File: src/rtl/bpu_pkg.sv
// Shared types, default widths and the gshare index hash for the bpu_ghr slice.
package bpu_pkg;

  localparam int unsigned DEF_PHT_WIDTH  = 6;
  localparam int unsigned DEF_GHR_WIDTH  = 6;
  localparam int unsigned DEF_CKPT_DEPTH = 8;
  localparam int unsigned DEF_PC_WIDTH   = 32;

  // One in-flight prediction: the PHT index it used and the direction it predicted.
  typedef struct packed {
    logic [DEF_PHT_WIDTH-1:0] idx;
    logic                     pred;
  } ghr_ckpt_t;

  // gshare: word-aligned PC bits XOR zero-extended global history.
  function automatic logic [DEF_PHT_WIDTH-1:0] gshare_idx(
    input logic [DEF_PC_WIDTH-1:0]  pc,
    input logic [DEF_GHR_WIDTH-1:0] ghr
  );
    return pc[DEF_PHT_WIDTH+1:2] ^ DEF_PHT_WIDTH'(ghr);
  endfunction

endpackage

File: src/rtl/bpu_ghr_if.sv
// Prediction / resolution / PHT-training bundle between the front end and bpu_ghr.
interface bpu_ghr_if
  import bpu_pkg::*;
#(
  parameter int unsigned PC_WIDTH  = DEF_PC_WIDTH,
  parameter int unsigned PHT_WIDTH = DEF_PHT_WIDTH
);
  logic                 pred_valid;
  logic [PC_WIDTH-1:0]  pred_pc;
  logic                 pred_ready;
  logic [PHT_WIDTH-1:0] lookup_addr;
  logic                 pht_pred_taken;
  logic                 resolve_valid;
  logic                 resolve_taken;
  logic                 mispredict;
  logic                 branch_en;
  logic [PHT_WIDTH-1:0] update_addr;
  logic                 taken;
  logic                 flush;

  modport master (
    output pred_valid, pred_pc, pht_pred_taken, resolve_valid, resolve_taken, flush,
    input  pred_ready, lookup_addr, mispredict, branch_en, update_addr, taken
  );

  modport slave (
    input  pred_valid, pred_pc, pht_pred_taken, resolve_valid, resolve_taken, flush,
    output pred_ready, lookup_addr, mispredict, branch_en, update_addr, taken
  );
endinterface

File: src/rtl/bpu_ghr_ckpt_fifo.sv
// In-order checkpoint FIFO of ghr_ckpt_t with push, pop and a clear that wins over both.
module bpu_ghr_ckpt_fifo
  import bpu_pkg::*;
#(
  parameter int unsigned DEPTH = DEF_CKPT_DEPTH
) (
  input  logic      clk,
  input  logic      rst,
  input  logic      push_i,
  input  logic      pop_i,
  input  logic      clear_i,
  input  ghr_ckpt_t wdata_i,
  output logic      full_o,
  output logic      empty_o,
  output ghr_ckpt_t head_o
);
  localparam int unsigned AW = $clog2(DEPTH);

  logic [AW:0] wr_q, wr_d, rd_q, rd_d;
  ghr_ckpt_t   mem_q [DEPTH];
  logic        push_ok, pop_ok;

  assign full_o  = (wr_q[AW] != rd_q[AW]) && (wr_q[AW-1:0] == rd_q[AW-1:0]);
  assign empty_o = (wr_q == rd_q);
  assign head_o  = mem_q[rd_q[AW-1:0]];
  assign push_ok = push_i && !full_o && !clear_i;
  assign pop_ok  = pop_i && !empty_o && !clear_i;

  // Pointer next-state; the extra MSB separates full from empty and wraps naturally.
  always_comb begin
    wr_d = wr_q;
    rd_d = rd_q;
    if (clear_i) begin
      wr_d = '0;
      rd_d = '0;
    end else begin
      if (push_ok) wr_d = wr_q + (AW+1)'(1);
      if (pop_ok)  rd_d = rd_q + (AW+1)'(1);
    end
  end

  // Pointer registers.
  always_ff @(posedge clk) begin
    if (rst) begin
      wr_q <= '0;
      rd_q <= '0;
    end else begin
      wr_q <= wr_d;
      rd_q <= rd_d;
    end
  end

  // Entry storage; contents are only meaningful between the pointers, so no reset.
  always_ff @(posedge clk) begin
    if (push_ok) mem_q[wr_q[AW-1:0]] <= wdata_i;
  end
endmodule

File: src/rtl/bpu_ghr.sv
// gshare global-history stage: speculative/architectural GHR, checkpoint FIFO, PHT training.
// Optional BPU_GHR_STATS_EN adds prediction and misprediction counters.
module bpu_ghr
  import bpu_pkg::*;
#(
  parameter int unsigned PHT_WIDTH  = DEF_PHT_WIDTH,
  parameter int unsigned GHR_WIDTH  = DEF_GHR_WIDTH,
  parameter int unsigned CKPT_DEPTH = DEF_CKPT_DEPTH,
  parameter int unsigned PC_WIDTH   = DEF_PC_WIDTH
) (
  input  logic        clk,
  input  logic        rst,
  bpu_ghr_if.slave    bus
`ifdef BPU_GHR_STATS_EN
  ,
  output logic [31:0] stat_pred_cnt,
  output logic [31:0] stat_mispred_cnt
`endif
);
  logic [GHR_WIDTH-1:0] ghr_spec_q, ghr_spec_d;
  logic [GHR_WIDTH-1:0] ghr_arch_q, ghr_arch_d;
  logic                 branch_en_q, mispredict_q, taken_q;
  logic [PHT_WIDTH-1:0] update_addr_q;
  logic [PHT_WIDTH-1:0] lookup_addr_c;

  logic      full, empty, push, pop, mis, recover;
  ghr_ckpt_t head, wentry;

  assign lookup_addr_c = PHT_WIDTH'(gshare_idx(DEF_PC_WIDTH'(bus.pred_pc),
                                               DEF_GHR_WIDTH'(ghr_spec_q)));

  assign push    = bus.pred_valid && !full;
  assign pop     = bus.resolve_valid && !empty;
  assign mis     = pop && (bus.resolve_taken != head.pred);
  assign recover = mis || bus.flush;
  assign wentry  = '{idx: DEF_PHT_WIDTH'(lookup_addr_c), pred: bus.pht_pred_taken};

  assign bus.pred_ready  = !full;
  assign bus.lookup_addr = lookup_addr_c;
  assign bus.branch_en   = branch_en_q;
  assign bus.mispredict  = mispredict_q;
  assign bus.update_addr = update_addr_q;
  assign bus.taken       = taken_q;

  bpu_ghr_ckpt_fifo #(.DEPTH(CKPT_DEPTH)) u_fifo (
    .clk     (clk),
    .rst     (rst),
    .push_i  (push && !recover),
    .pop_i   (pop),
    .clear_i (recover),
    .wdata_i (wentry),
    .full_o  (full),
    .empty_o (empty),
    .head_o  (head)
  );

  // History next-state; recovery restores speculative history from the updated architectural one.
  always_comb begin
    ghr_arch_d = ghr_arch_q;
    ghr_spec_d = ghr_spec_q;
    if (pop) ghr_arch_d = GHR_WIDTH'({ghr_arch_q, bus.resolve_taken});
    if (recover)   ghr_spec_d = ghr_arch_d;
    else if (push) ghr_spec_d = GHR_WIDTH'({ghr_spec_q, bus.pht_pred_taken});
  end

  // History registers and registered PHT training outputs.
  always_ff @(posedge clk) begin
    if (rst) begin
      ghr_spec_q    <= '0;
      ghr_arch_q    <= '0;
      branch_en_q   <= 1'b0;
      mispredict_q  <= 1'b0;
      update_addr_q <= '0;
      taken_q       <= 1'b0;
    end else begin
      ghr_spec_q   <= ghr_spec_d;
      ghr_arch_q   <= ghr_arch_d;
      branch_en_q  <= pop;
      mispredict_q <= mis;
      if (pop) begin
        update_addr_q <= PHT_WIDTH'(head.idx);
        taken_q       <= bus.resolve_taken;
      end
    end
  end

`ifdef BPU_GHR_STATS_EN
  // Free-running wrap-around event counters.
  always_ff @(posedge clk) begin
    if (rst) begin
      stat_pred_cnt    <= '0;
      stat_mispred_cnt <= '0;
    end else begin
      if (push) stat_pred_cnt    <= stat_pred_cnt + 32'd1;
      if (mis)  stat_mispred_cnt <= stat_mispred_cnt + 32'd1;
    end
  end
`endif
endmodule

File: src/flat_wrapper.sv
// flat-port wrapper written by rule: the top's interface ports become plain ports
module bpu_ghr_flat import bpu_pkg::*;
#(
  parameter int unsigned PHT_WIDTH  = DEF_PHT_WIDTH,
  parameter int unsigned GHR_WIDTH  = DEF_GHR_WIDTH,
  parameter int unsigned CKPT_DEPTH = DEF_CKPT_DEPTH,
  parameter int unsigned PC_WIDTH   = DEF_PC_WIDTH
)
  (clk, rst, bus_pred_valid, bus_pred_pc, bus_pht_pred_taken, bus_resolve_valid, bus_resolve_taken, bus_flush, bus_pred_ready, bus_lookup_addr, bus_mispredict, bus_branch_en, bus_update_addr, bus_taken);
  bpu_ghr_if #(.PC_WIDTH(PC_WIDTH), .PHT_WIDTH(PHT_WIDTH)) bus_i ();
  input  logic clk;
  input  logic rst;
  input wire logic [$bits(bus_i.pred_valid)-1:0] bus_pred_valid;
  input wire logic [$bits(bus_i.pred_pc)-1:0] bus_pred_pc;
  input wire logic [$bits(bus_i.pht_pred_taken)-1:0] bus_pht_pred_taken;
  input wire logic [$bits(bus_i.resolve_valid)-1:0] bus_resolve_valid;
  input wire logic [$bits(bus_i.resolve_taken)-1:0] bus_resolve_taken;
  input wire logic [$bits(bus_i.flush)-1:0] bus_flush;
  output wire logic [$bits(bus_i.pred_ready)-1:0] bus_pred_ready;
  output wire logic [$bits(bus_i.lookup_addr)-1:0] bus_lookup_addr;
  output wire logic [$bits(bus_i.mispredict)-1:0] bus_mispredict;
  output wire logic [$bits(bus_i.branch_en)-1:0] bus_branch_en;
  output wire logic [$bits(bus_i.update_addr)-1:0] bus_update_addr;
  output wire logic [$bits(bus_i.taken)-1:0] bus_taken;
  assign bus_i.pred_valid = bus_pred_valid;
  assign bus_i.pred_pc = bus_pred_pc;
  assign bus_i.pht_pred_taken = bus_pht_pred_taken;
  assign bus_i.resolve_valid = bus_resolve_valid;
  assign bus_i.resolve_taken = bus_resolve_taken;
  assign bus_i.flush = bus_flush;
  assign bus_pred_ready = bus_i.pred_ready;
  assign bus_lookup_addr = bus_i.lookup_addr;
  assign bus_mispredict = bus_i.mispredict;
  assign bus_branch_en = bus_i.branch_en;
  assign bus_update_addr = bus_i.update_addr;
  assign bus_taken = bus_i.taken;
  bpu_ghr #(.PHT_WIDTH(PHT_WIDTH), .GHR_WIDTH(GHR_WIDTH), .CKPT_DEPTH(CKPT_DEPTH), .PC_WIDTH(PC_WIDTH)) u_core (.clk(clk), .rst(rst), .bus(bus_i));
endmodule
File: config.mk
export PLATFORM = sky130hd
export DESIGN_NAME = bpu_ghr_flat
export DESIGN_NICKNAME = d
export VERILOG_FILES = /design/src/rtl/bpu_pkg.sv /design/src/rtl/bpu_ghr_if.sv /design/src/rtl/bpu_ghr_ckpt_fifo.sv /design/src/rtl/bpu_ghr.sv /design/src/flat_wrapper.sv
export SDC_FILE = /design/constraint.sdc
export NUM_CORES = 1
export LEC_CHECK = 0
export BUFFER_PORTS_ARGS = -buffer_cell sky130_fd_sc_hd__buf_2
export CORE_MARGIN = 8
export CORE_UTILIZATION = 55
export DETAILED_ROUTE_END_ITERATION = 10
export PLACE_DENSITY = 0.78
export SLEW_MARGIN = 20
export SYNTH_ARGS = -nofsm -noshare
export SYNTH_HDL_FRONTEND = slang
export SYNTH_SLANG_ARGS = --single-unit
File: constraint.sdc
create_clock -name clk -period 6.35 [get_ports clk]
set_input_delay 1.905 -clock clk [delete_from_list [all_inputs] [get_ports clk]]
set_output_delay 1.905 -clock clk [all_outputs]
set_load 0.005 [all_outputs]
==> results by group, run 1 <==
Status
  • Status: complete, no violations

Pwr
  • Cell Int Power: 0.832 mW
  • Gate power share: 5.3%
  • Peak VDD IR: 0.000174 V
  • Leak: 1.37 nW
  • Sw Share: 21.7%
  • Power per cell area: 262 nW/um2
  • Clk pwr share: 36.2%
  • Sw power: 0.231 mW
  • Sequential power share: 58.5%

Synthesis
  • Yosys top cell by area: edfxtp_1
  • Area contributors post-synth: edfxtp_1 46%, dfxtp_1 18%, mux4_2 8.0%
  • EDFF count, synth: 56
  • Synthesized cell area: 3640 um2
  • Post-synthesis sequential area ratio: 63.8%
  • Gate Count Post-Synth: 244
  • Post-synth top area share: 46.2%
  • Yosys cell types: 40
  • Synth warnings: 0
  • Asr flop ratio synth: 0%
  • Synth Register Bits: 88
  • Mapped Avg Cell Area: 14.9 um2
  • Top_reg_cell synth: edfxtp_1
  • Synth cell count leaders: 56 x edfxtp_1, 32 x dfxtp_1, 13 x mux4_2, 13 x nor2_1, 13 x xor2_1
  • Top-count cell post-synth: edfxtp_1
  • Post-synth net total: 285

Global route
  • Grt ovf: 0
  • First-pass GRT wire length: 11100 um
  • Gr usage total: 15.0%
  • Largest net degree at the start of global routing: 31
  • Vias in the first global route: 2112
  • Antenna violations before repair: 0

Cells and area
  • Fin nets: 315
  • Cell Count, Final, Fillers Out: 356
  • Post-route cell area: 4050 um2
  • Antenna diodes: 0
  • Area Overhead vs Synth: 11.2%
  • Layout cells sized above 1: 27.2%
  • Final Util: 63.4%

Clock network
  • TritonCTS buffer count: 9
  • # H-tree levels: 3
  • Root Driver: clkbuf_8
  • Post-CTS Setup Bufs: 0
  • Worst-path clk slew: 0.08 ns
  • Longest Clk Path Bufs: 2
  • Resized cells post-CTS: 0
  • CTS tree: done
  • CTS Sinks: 88
  • Cts hold-fix bufs: 0
  • Worst-Skew Late Latency: 0.35 ns

Placement
  • Global placement routability congestion: 0.755
  • Placed insts: 340
  • DP Wirelength: 4560 um
  • Number of port buffers: 28
  • Total placed instance area: 3850 um2

Timing
  • Slew Limit Fails: 0
  • Relative slew slack: 32.7%
  • Final hold viol count: 0
  • Fmax: 214 MHz
  • Setup TNS: 0 ns
  • Worst-Margin Slew: 1.01 ns
  • RSZ-0062 raised after global routing: no
  • Final setup fails: 0
  • Final Cycle Share: 73.7%
  • Clk_skew: 0.0119 ns
  • Crit path time final: 4.68 ns

Setup path
  • R2r setup slk: 2.63 ns
  • Crit end category: output pin
  • Startpoint types: primary input
  • Critical Path AT: 2.77 ns
  • Kind of critical path: primary input to output pin
  • CP required: 4.45 ns
  • Crit Path Max Fanout: 9

Hold path
  • Hold Crit Class: flop to flop

Floorplan
  • Die Y: 97.4 um
  • Area of the core: 6390 um2
  • Number of I/O pins: 55
  • Die X: 97.4 um
  • Initial core utilization: 57.0%
  • Row count: 29
  • Die Area: 9480 um2

Routing
  • Highest metal used: met4
  • Met3 wire length: 462 um
  • Met2 routed WL: 3380 um
  • Via count: 2065
  • Final wirelength: 6710 um
  • Wirelength per Cell: 18.9 um
  • TritonRoute pass-1 iters: 4
  • Final ANT Viol Nets: 0
  • DR vias/cell: 5.80
  • Post-Route M1 WL: 2830 um
  • Residual DRC: 0
  • DRT iter0 DRCs: 136

Run
  • Max-cap violations: 0
==> power groups by stage <==
stage	Clock [mW]	Combinational [mW]	Sequential, mW
2_1_floorplan	0	0.0392	0.632
3_3_place_gp	0	0.0561	0.635
3_5_place_dp	0	0.0572	0.635
4_1_cts	0.392	0.0574	0.622
5_1_grt	0.415	0.0633	0.623
6_report	0.385	0.0569	0.622
==> through the flow <==
stage	worst slack (ns)	hold slack [ns]	power [mW]
floorplan	2.19	0.436	0.671
CTS	1.68	0.461	1.07
global route	1.60	0.486	1.10
global placement	1.71	0.443	0.691
detailed placement	1.68	0.448	0.692
finish	1.67	0.458	1.06
==> layout make-up <==
| cell class | count | area [um2] |
|---|---|---|
| inverters | 1 | 3.75 |
| well taps | 77 | 96.3 |
| flip-flops and latches | 88 | 2320 |
| fillers | 450 | 2340 |
| clock inverters | 6 | 66.3 |
| clock buffers | 10 | 138 |
| repair buffers | 32 | 170 |
| multi-input cells | 142 | 1250 |
==> layout by cell type, fill, tap and decap left out, drive strengths merged, types with 3 or more instances in the layout <==
cell type / instances
edfxtp: 56
buf: 32
clkbuf: 10
a211oi: 6
nand4: 3
mux2: 10
clkinvlp: 3
xnor2: 8
dfxtp: 32
nor2: 13
a21oi: 7
nand3: 8
xor2: 13
mux4: 14
nor3: 12
nand2: 12
mux2i: 12
==> state kept, by name, summed over array words and instances (netlist names), named ones only <==
| signal | cells |
|---|---|
| u_core.bus.branch_en | 1 |
| u_core.bus.mispredict | 1 |
| u_core.bus.taken | 1 |
| u_core.bus.update_addr | 6 |
| u_core.ghr_arch_q | 6 |
| u_core.ghr_spec_q | 6 |
| u_core.u_fifo.mem_q | 56 |
| u_core.u_fifo.rd_q | 4 |
| u_core.u_fifo.wr_q | 4 |
==> layer usage <==
metal | vias up | track usage, %
met5 | - | 0
met1 | 991 | 18.2
li1 | 1002 | -
met3 | 5 | 5.05
met4 | 0 | 4.20
met2 | 67 | 24.6
==> final timing paths <==
kind / startpoint / cells after the start / to
worst max-delay path: bus_pred_pc[2] / 3 / bus_lookup_addr[0]
worst min-delay path: u_core.bus.taken$_SDFFE_PP0P_ / 2 / u_core.bus.taken$_SDFFE_PP0P_
worst max register to register: flop / 5 / u_core.u_fifo.mem_q[1][4]$_DFFE_PP_
worst min register to register: u_core.bus.taken$_SDFFE_PP0P_ / 2 / u_core.bus.taken$_SDFFE_PP0P_
==> worst max-delay path: stages <==
cell and delay, ns:
buf_2 0.11, xor2_1 0.53, buf_2 0.23
==> logic make-up after synthesis <==
logic type      after synthesis  synth area share (%)
fa+ha+maj                     2                 0.687
buf+inv                      14                  1.79
mux                          36                  15.4
simple gates                 55                  7.59
flops                        88                  63.8
xor+xnor                     21                  5.05
compound gates               28                  5.74
Note: power is estimated with default switching activity, not from simulation.
==> run 2: changes to the inputs <==
- ABC_AREA: not set -> 1
- CORE_UTILIZATION: 55 -> 51
- PLACE_DENSITY: 0.78 -> 0.76
- clock period: 6.35 -> 4.1 ns (I/O delays scaled with it)
==> run 2 against run 1 <==
  * Global-route usage grew 0.54 points
  * Clock power is 74% higher
  * Synthesized cell count up 46%
  * Flip-flop and latch count did not move
  * Critical path type unchanged
  * Wire length increased by 14%
  * Largest cell class unchanged
  * First-iteration DRC count grew 13%
  * Non-clock buffer count rose by 1
  * Core utilization decreased by 5.5 points
  * Critical path depth unchanged
  * Power is 65% higher
  * Combinational power up 97%
  * Sequential share of layout area decreased by 1.1 points
==> results by group, run 2 <==
Setup path
  • Crit Path Max Fanout: 9
  • CP Launch Point: bus_pred_pc[3]
  • Critical Path AT: 2.10 ns
  • Startpoint types: primary input
  • Crit end category: output pin
  • CP required: 2.87 ns
  • Kind of critical path: primary input to output pin

Routing
  • Via count: 2613
  • TritonRoute pass-1 iters: 5
  • DRT iter0 DRCs: 153
  • Final ANT Viol Nets: 0
  • Final wirelength: 7660 um
  • Residual DRC: 0
  • DR vias/cell: 5.34
  • Wirelength per Cell: 15.7 um

Clock network
  • Post-CTS Setup Bufs: 0
  • TritonCTS buffer count: 9
  • Longest Clk Path Bufs: 2
  • CTS Sinks: 88
  • CTS tree: done
  • Worst-Skew Late Latency: 0.35 ns
  • # H-tree levels: 3
  • Worst-path clk slew: 0.09 ns
  • Cts hold-fix bufs: 0
  • Root Driver: clkbuf_8
  • Resized cells post-CTS: 0

Synthesis
  • Synth warnings: 0
  • Area contributors post-synth: edfxtp_1 45%, dfxtp_1 17%, nand2_1 5.7%
  • Yosys cell types: 33
  • Mapped Avg Cell Area: 10.4 um2
  • Post-synthesis sequential area ratio: 62.8%
  • Post-synth top area share: 45.5%
  • Asr flop ratio synth: 0%
  • Post-synth net total: 398
  • Synth Register Bits: 88
  • Synthesized cell area: 3700 um2
  • Synth cell count leaders: 56 x edfxtp_1, 56 x nand2_1, 39 x nor2_1, 32 x dfxtp_1, 31 x inv_1
  • Yosys top cell by area: edfxtp_1
  • EDFF count, synth: 56
  • Gate Count Post-Synth: 357
  • Top_reg_cell synth: edfxtp_1

Global route
  • Largest net degree at the start of global routing: 30
  • Grt ovf: 0
  • First-pass GRT wire length: 12100 um
  • Antenna violations before repair: 0
  • Vias in the first global route: 2567
  • Gr usage total: 15.5%

Pwr
  • Power per cell area: 423 nW/um2
  • Leak: 1.61 nW
  • Peak VDD IR: 0.000165 V

Timing
  • Crit path time final: 3.33 ns
  • Setup TNS: 0 ns
  • Slew Limit Fails: 0
  • Final setup fails: 0
  • Clk_skew: 0.00819 ns
  • RSZ-0062 raised after global routing: no
  • Relative slew slack: 51.1%
  • Fmax: 300 MHz
  • Worst-Margin Slew: 0.731 ns
  • Final Cycle Share: 81.3%
  • Final hold viol count: 0

Placement
  • DP Wirelength: 5180 um
  • Global placement routability congestion: 0.802
  • Total placed instance area: 3910 um2
  • Number of port buffers: 28

Floorplan
  • Die X: 101 um
  • Die Area: 10200 um2
  • Number of I/O pins: 55
  • Row count: 31
  • Die Y: 101 um
  • Initial core utilization: 51.8%
  • Area of the core: 7140 um2

Cells and area
  • Post-route cell area: 4130 um2
  • Area Overhead vs Synth: 11.7%
  • Filler Cell Count: 600
  • Antenna diodes: 0
  • Layout cells sized above 1: 17.2%
  • Most frequent cells in the layout: 56 x nand2_1, 56 x edfxtp_1, 39 x nor2_1
  • Fin nets: 426
  • Max reg flops: 56

Hold path
  • Min-Delay Startpoint: u_core.bus.taken$_SDFFE_PP0P_
  • Hold Crit Class: flop to flop

Status
  • Status: complete, no violations

Run
  • Max-cap violations: 0
[run 2: kinds of logic (layout without fill, tap and decap cells)]
group / count (synthesis) / after routing / share of synthesized area [%]
AOI/OAI and AO/OA: 67 / 67 / 10.1
xor gates and xnor gates: 13 / 13 / 3.08
adders and majority gates: 2 / 2 / 0.676
buffers and inverters: 52 / 85 / 6.16
DFF: 88 / 88 / 62.8
and+or+nand+nor: 135 / 135 / 17.2
[run 2: power breakdown]
group / leakage [nW] / switching, mW / total (mW) / internal (mW)
Sequential: 0.765 / 0.00719 / 0.967 / 0.960
Combinational: 0.737 / 0.0757 / 0.112 / 0.0360
Clock: 0.112 / 0.319 / 0.670 / 0.351
[run 2: final timing paths]
kind | to | slack [ns] | cells past startpoint
max | bus_lookup_addr[1] | 0.77 | 3
min | u_core.bus.taken$_SDFFE_PP0P_ | 0.48 | 2
max reg2reg | u_core.u_fifo.mem_q[4][3]$_DFFE_PP_ | 1.19 | 12
min reg2reg | u_core.bus.taken$_SDFFE_PP0P_ | 0.48 | 2
[run 2: final cells by class]
type | count | area [um2] | share of cell area, %
Sequential cell | 88 | 2320 | 56.2
Multi-Input combinational cell | 217 | 1150 | 27.8
Timing Repair Buffer | 33 | 178 | 4.30
Inverter | 36 | 135 | 3.27
Clock buffer | 9 | 124 | 3.00
Tap cell | 99 | 124 | 3.00
Clock inverter | 7 | 101 | 2.45
[run 2: per-stage QoR]
step | setup slack (ns) | power [mW] | utilization [%] | hold WS [ns] | instances
final | 0.765 | 1.75 | 57.9 | 0.478 | 489
after global routing | 0.687 | 1.81 | 57.9 | 0.510 | 489
after CTS | 0.749 | 1.75 | 57.9 | 0.476 | 489
after detailed placement | 0.754 | 1.10 | 54.8 | 0.462 | 473
after global placement | 0.783 | 1.10 | 54.8 | 0.452 | 473
after floorplan | 1.29 | 1.06 | - | 0.460 | 357
[run 2: worst max-delay path: stages]
cell and delay [ns]:
buf_2 0.10, xor2_1 0.53, buf_2 0.24
[run 2: layer usage]
layer / part of all wire (%) / wire length (um) / GRT usage [%] / vias up
met3: 6.6 / 509 / 3.16 / 13
met5: 0 / 0 / 0 / -
met4: 1.9 / 142 / 8.25 / 0
met2: 49 / 3720 / 24.8 / 92
li1: - / - / - / 1278
met1: 43 / 3290 / 19.3 / 1230
==> run 3: changes to the inputs <==
- ABC_AREA: 1 -> 0
- CORE_UTILIZATION: 51 -> 55
- PLACE_DENSITY: 0.76 -> 0.78
- clock period: 4.1 -> 3.2 ns (I/O delays scaled with it)
==> run 3 against run 2 <==
  * Core utilization grew 7.2 points
  * Die area fell by 7.4%
  * Power is 21% higher
  * Wire length fell by 13%
  * Global-route usage fell by 0.91 points
  * Cell count is 24% lower
  * Sequential share of layout area decreased by 0.36 points
  * Non-clock buffer count up 13
  * Hold slack worse by 0.011 ns
  * Critical path depth rose by 3
  * Critical path type is now flop to flop
  * Largest cell class unchanged
==> results by group, run 3 (synthesized netlist as in run 1, its figures left out) <==
Status
  • Status: complete, no violations

Hold path
  • Hold Crit Class: flop to flop

Cells and area
  • Commonest non-fill, non-tap cell in the layout: edfxtp_1
  • Max reg flops: 56
  • Antenna diodes: 0
  • Fin nets: 329
  • Most frequent cells in the layout: 56 x edfxtp_1, 32 x dfxtp_1, 28 x buf_2
  • Post-route cell area: 4160 um2
  • Layout cells sized above 1: 30.4%
  • Cell Count, Final, Fillers Out: 370
  • Area Overhead vs Synth: 14.2%
  • Filler Cell Count: 478

Routing
  • DRT iter0 DRCs: 161
  • Final ANT Viol Nets: 0
  • Via count: 2132
  • DR vias/cell: 5.76
  • Residual DRC: 0
  • Wirelength per Cell: 18.0 um
  • Final wirelength: 6670 um
  • TritonRoute pass-1 iters: 5

Timing
  • RSZ-0062 raised after global routing: no
  • Final Cycle Share: 88.1%
  • Fmax: 355 MHz
  • Crit path time final: 2.82 ns
  • Setup TNS: 0 ns
  • Worst setup margin: 0.380 ns
  • Final setup fails: 0
  • Worst-Margin Slew: 0.625 ns
  • Relative slew slack: 58.2%
  • Final hold viol count: 0
  • Clk_skew: 0.0115 ns
  • Slew Limit Fails: 0

Setup path
  • Crit end category: flop
  • Crit Path Max Fanout: 7
  • Kind of critical path: flop to flop
  • CP required: 3.24 ns
  • Critical Path AT: 2.86 ns
  • Startpoint types: flop

Clock network
  • Post-CTS Setup Bufs: 0
  • CTS Sinks: 88
  • # H-tree levels: 3
  • Longest Clk Path Bufs: 2
  • Resized cells post-CTS: 0
  • TritonCTS buffer count: 9
  • CTS tree: done
  • Cts hold-fix bufs: 0
  • Worst-path clk slew: 0.08 ns
  • Root Driver: clkbuf_8
  • Worst-Skew Late Latency: 0.34 ns

Floorplan
  • Die X: 97.4 um
  • Initial core utilization: 57.0%
  • Number of I/O pins: 55
  • Die Y: 97.4 um
  • Area of the core: 6390 um2
  • Row count: 29
  • Die Area: 9480 um2

Global route
  • Gr usage total: 14.6%
  • Largest net degree at the start of global routing: 31
  • Grt ovf: 0
  • First-pass GRT wire length: 10900 um
  • Vias in the first global route: 2185
  • Antenna violations before repair: 0

Pwr
  • Leak: 1.46 nW
  • Power per cell area: 510 nW/um2
  • Peak VDD IR: 0.000507 V

Placement
  • Total placed instance area: 3950 um2
  • Number of port buffers: 28
  • Placed insts: 354
  • Global placement routability congestion: 0.759
  • DP Wirelength: 4690 um
  • Pre-CTS WS: 0.381 ns

Run
  • Max-cap violations: 0
run 3: critical path: stages (launching register included):
cell     delay (ns)
dfxtp_1        0.41
mux4_2         0.53
mux2_4         0.32
mux2_4         0.34
or4_4          0.53
nor3b_2        0.18
buf_4          0.21
run 3: per-stage QoR:
| step | hold slack, ns | util [%] | power (mW) |
|---|---|---|---|
| 6_report | 0.467 | 65.1 | 2.12 |
| 5_1_grt | 0.512 | 65.1 | 2.20 |
| 4_1_cts | 0.468 | 65.1 | 2.14 |
| 3_5_place_dp | 0.456 | 61.9 | 1.38 |
| 3_3_place_gp | 0.444 | 61.9 | 1.38 |
| 2_1_floorplan | 0.436 | - | 1.33 |
run 3: path summary, 6_finish.rpt:
| check | startpoint | endpoint | slack [ns] | cells after the start |
|---|---|---|---|---|
| max | flop | u_core.u_fifo.mem_q[1][3]$_DFFE_PP_ | 0.38 | 6 |
| min | u_core.bus.taken$_SDFFE_PP0P_ | u_core.bus.taken$_SDFFE_PP0P_ | 0.47 | 2 |
| max reg2reg | flop | u_core.u_fifo.mem_q[1][3]$_DFFE_PP_ | 0.38 | 6 |
| min reg2reg | u_core.bus.taken$_SDFFE_PP0P_ | u_core.bus.taken$_SDFFE_PP0P_ | 0.47 | 2 |
run 3: area by class of cell:
type | count | area (um2) | share of cell area [%]
sequential | 88 | 2320 | 55.8
multi-input combinational | 142 | 1250 | 30.1
timing repair buffer | 46 | 275 | 6.62
clock buffer | 12 | 155 | 3.73
tap | 77 | 96.3 | 2.32
clock inverter | 4 | 52.6 | 1.26
inverter | 1 | 3.75 | 0.0903
run 3: metal layers:
layer / global-route usage (%) / part of all wire (%) / vias up
met5: 0 / 0 / -
met2: 24.2 / 51 / 68
met4: 4.20 / 0.41 / 0
li1: - / - / 1025
met1: 17.6 / 43 / 1037
met3: 4.84 / 5.4 / 2
run 3: report_power, final:
| part | total [mW] | leakage [nW] | internal, mW | switching (mW) |
|---|---|---|---|---|
| Combinational | 0.124 | 0.584 | 0.0531 | 0.0709 |
| Sequential | 1.23 | 0.765 | 1.22 | 0.00932 |
| Clock | 0.764 | 0.107 | 0.405 | 0.359 |
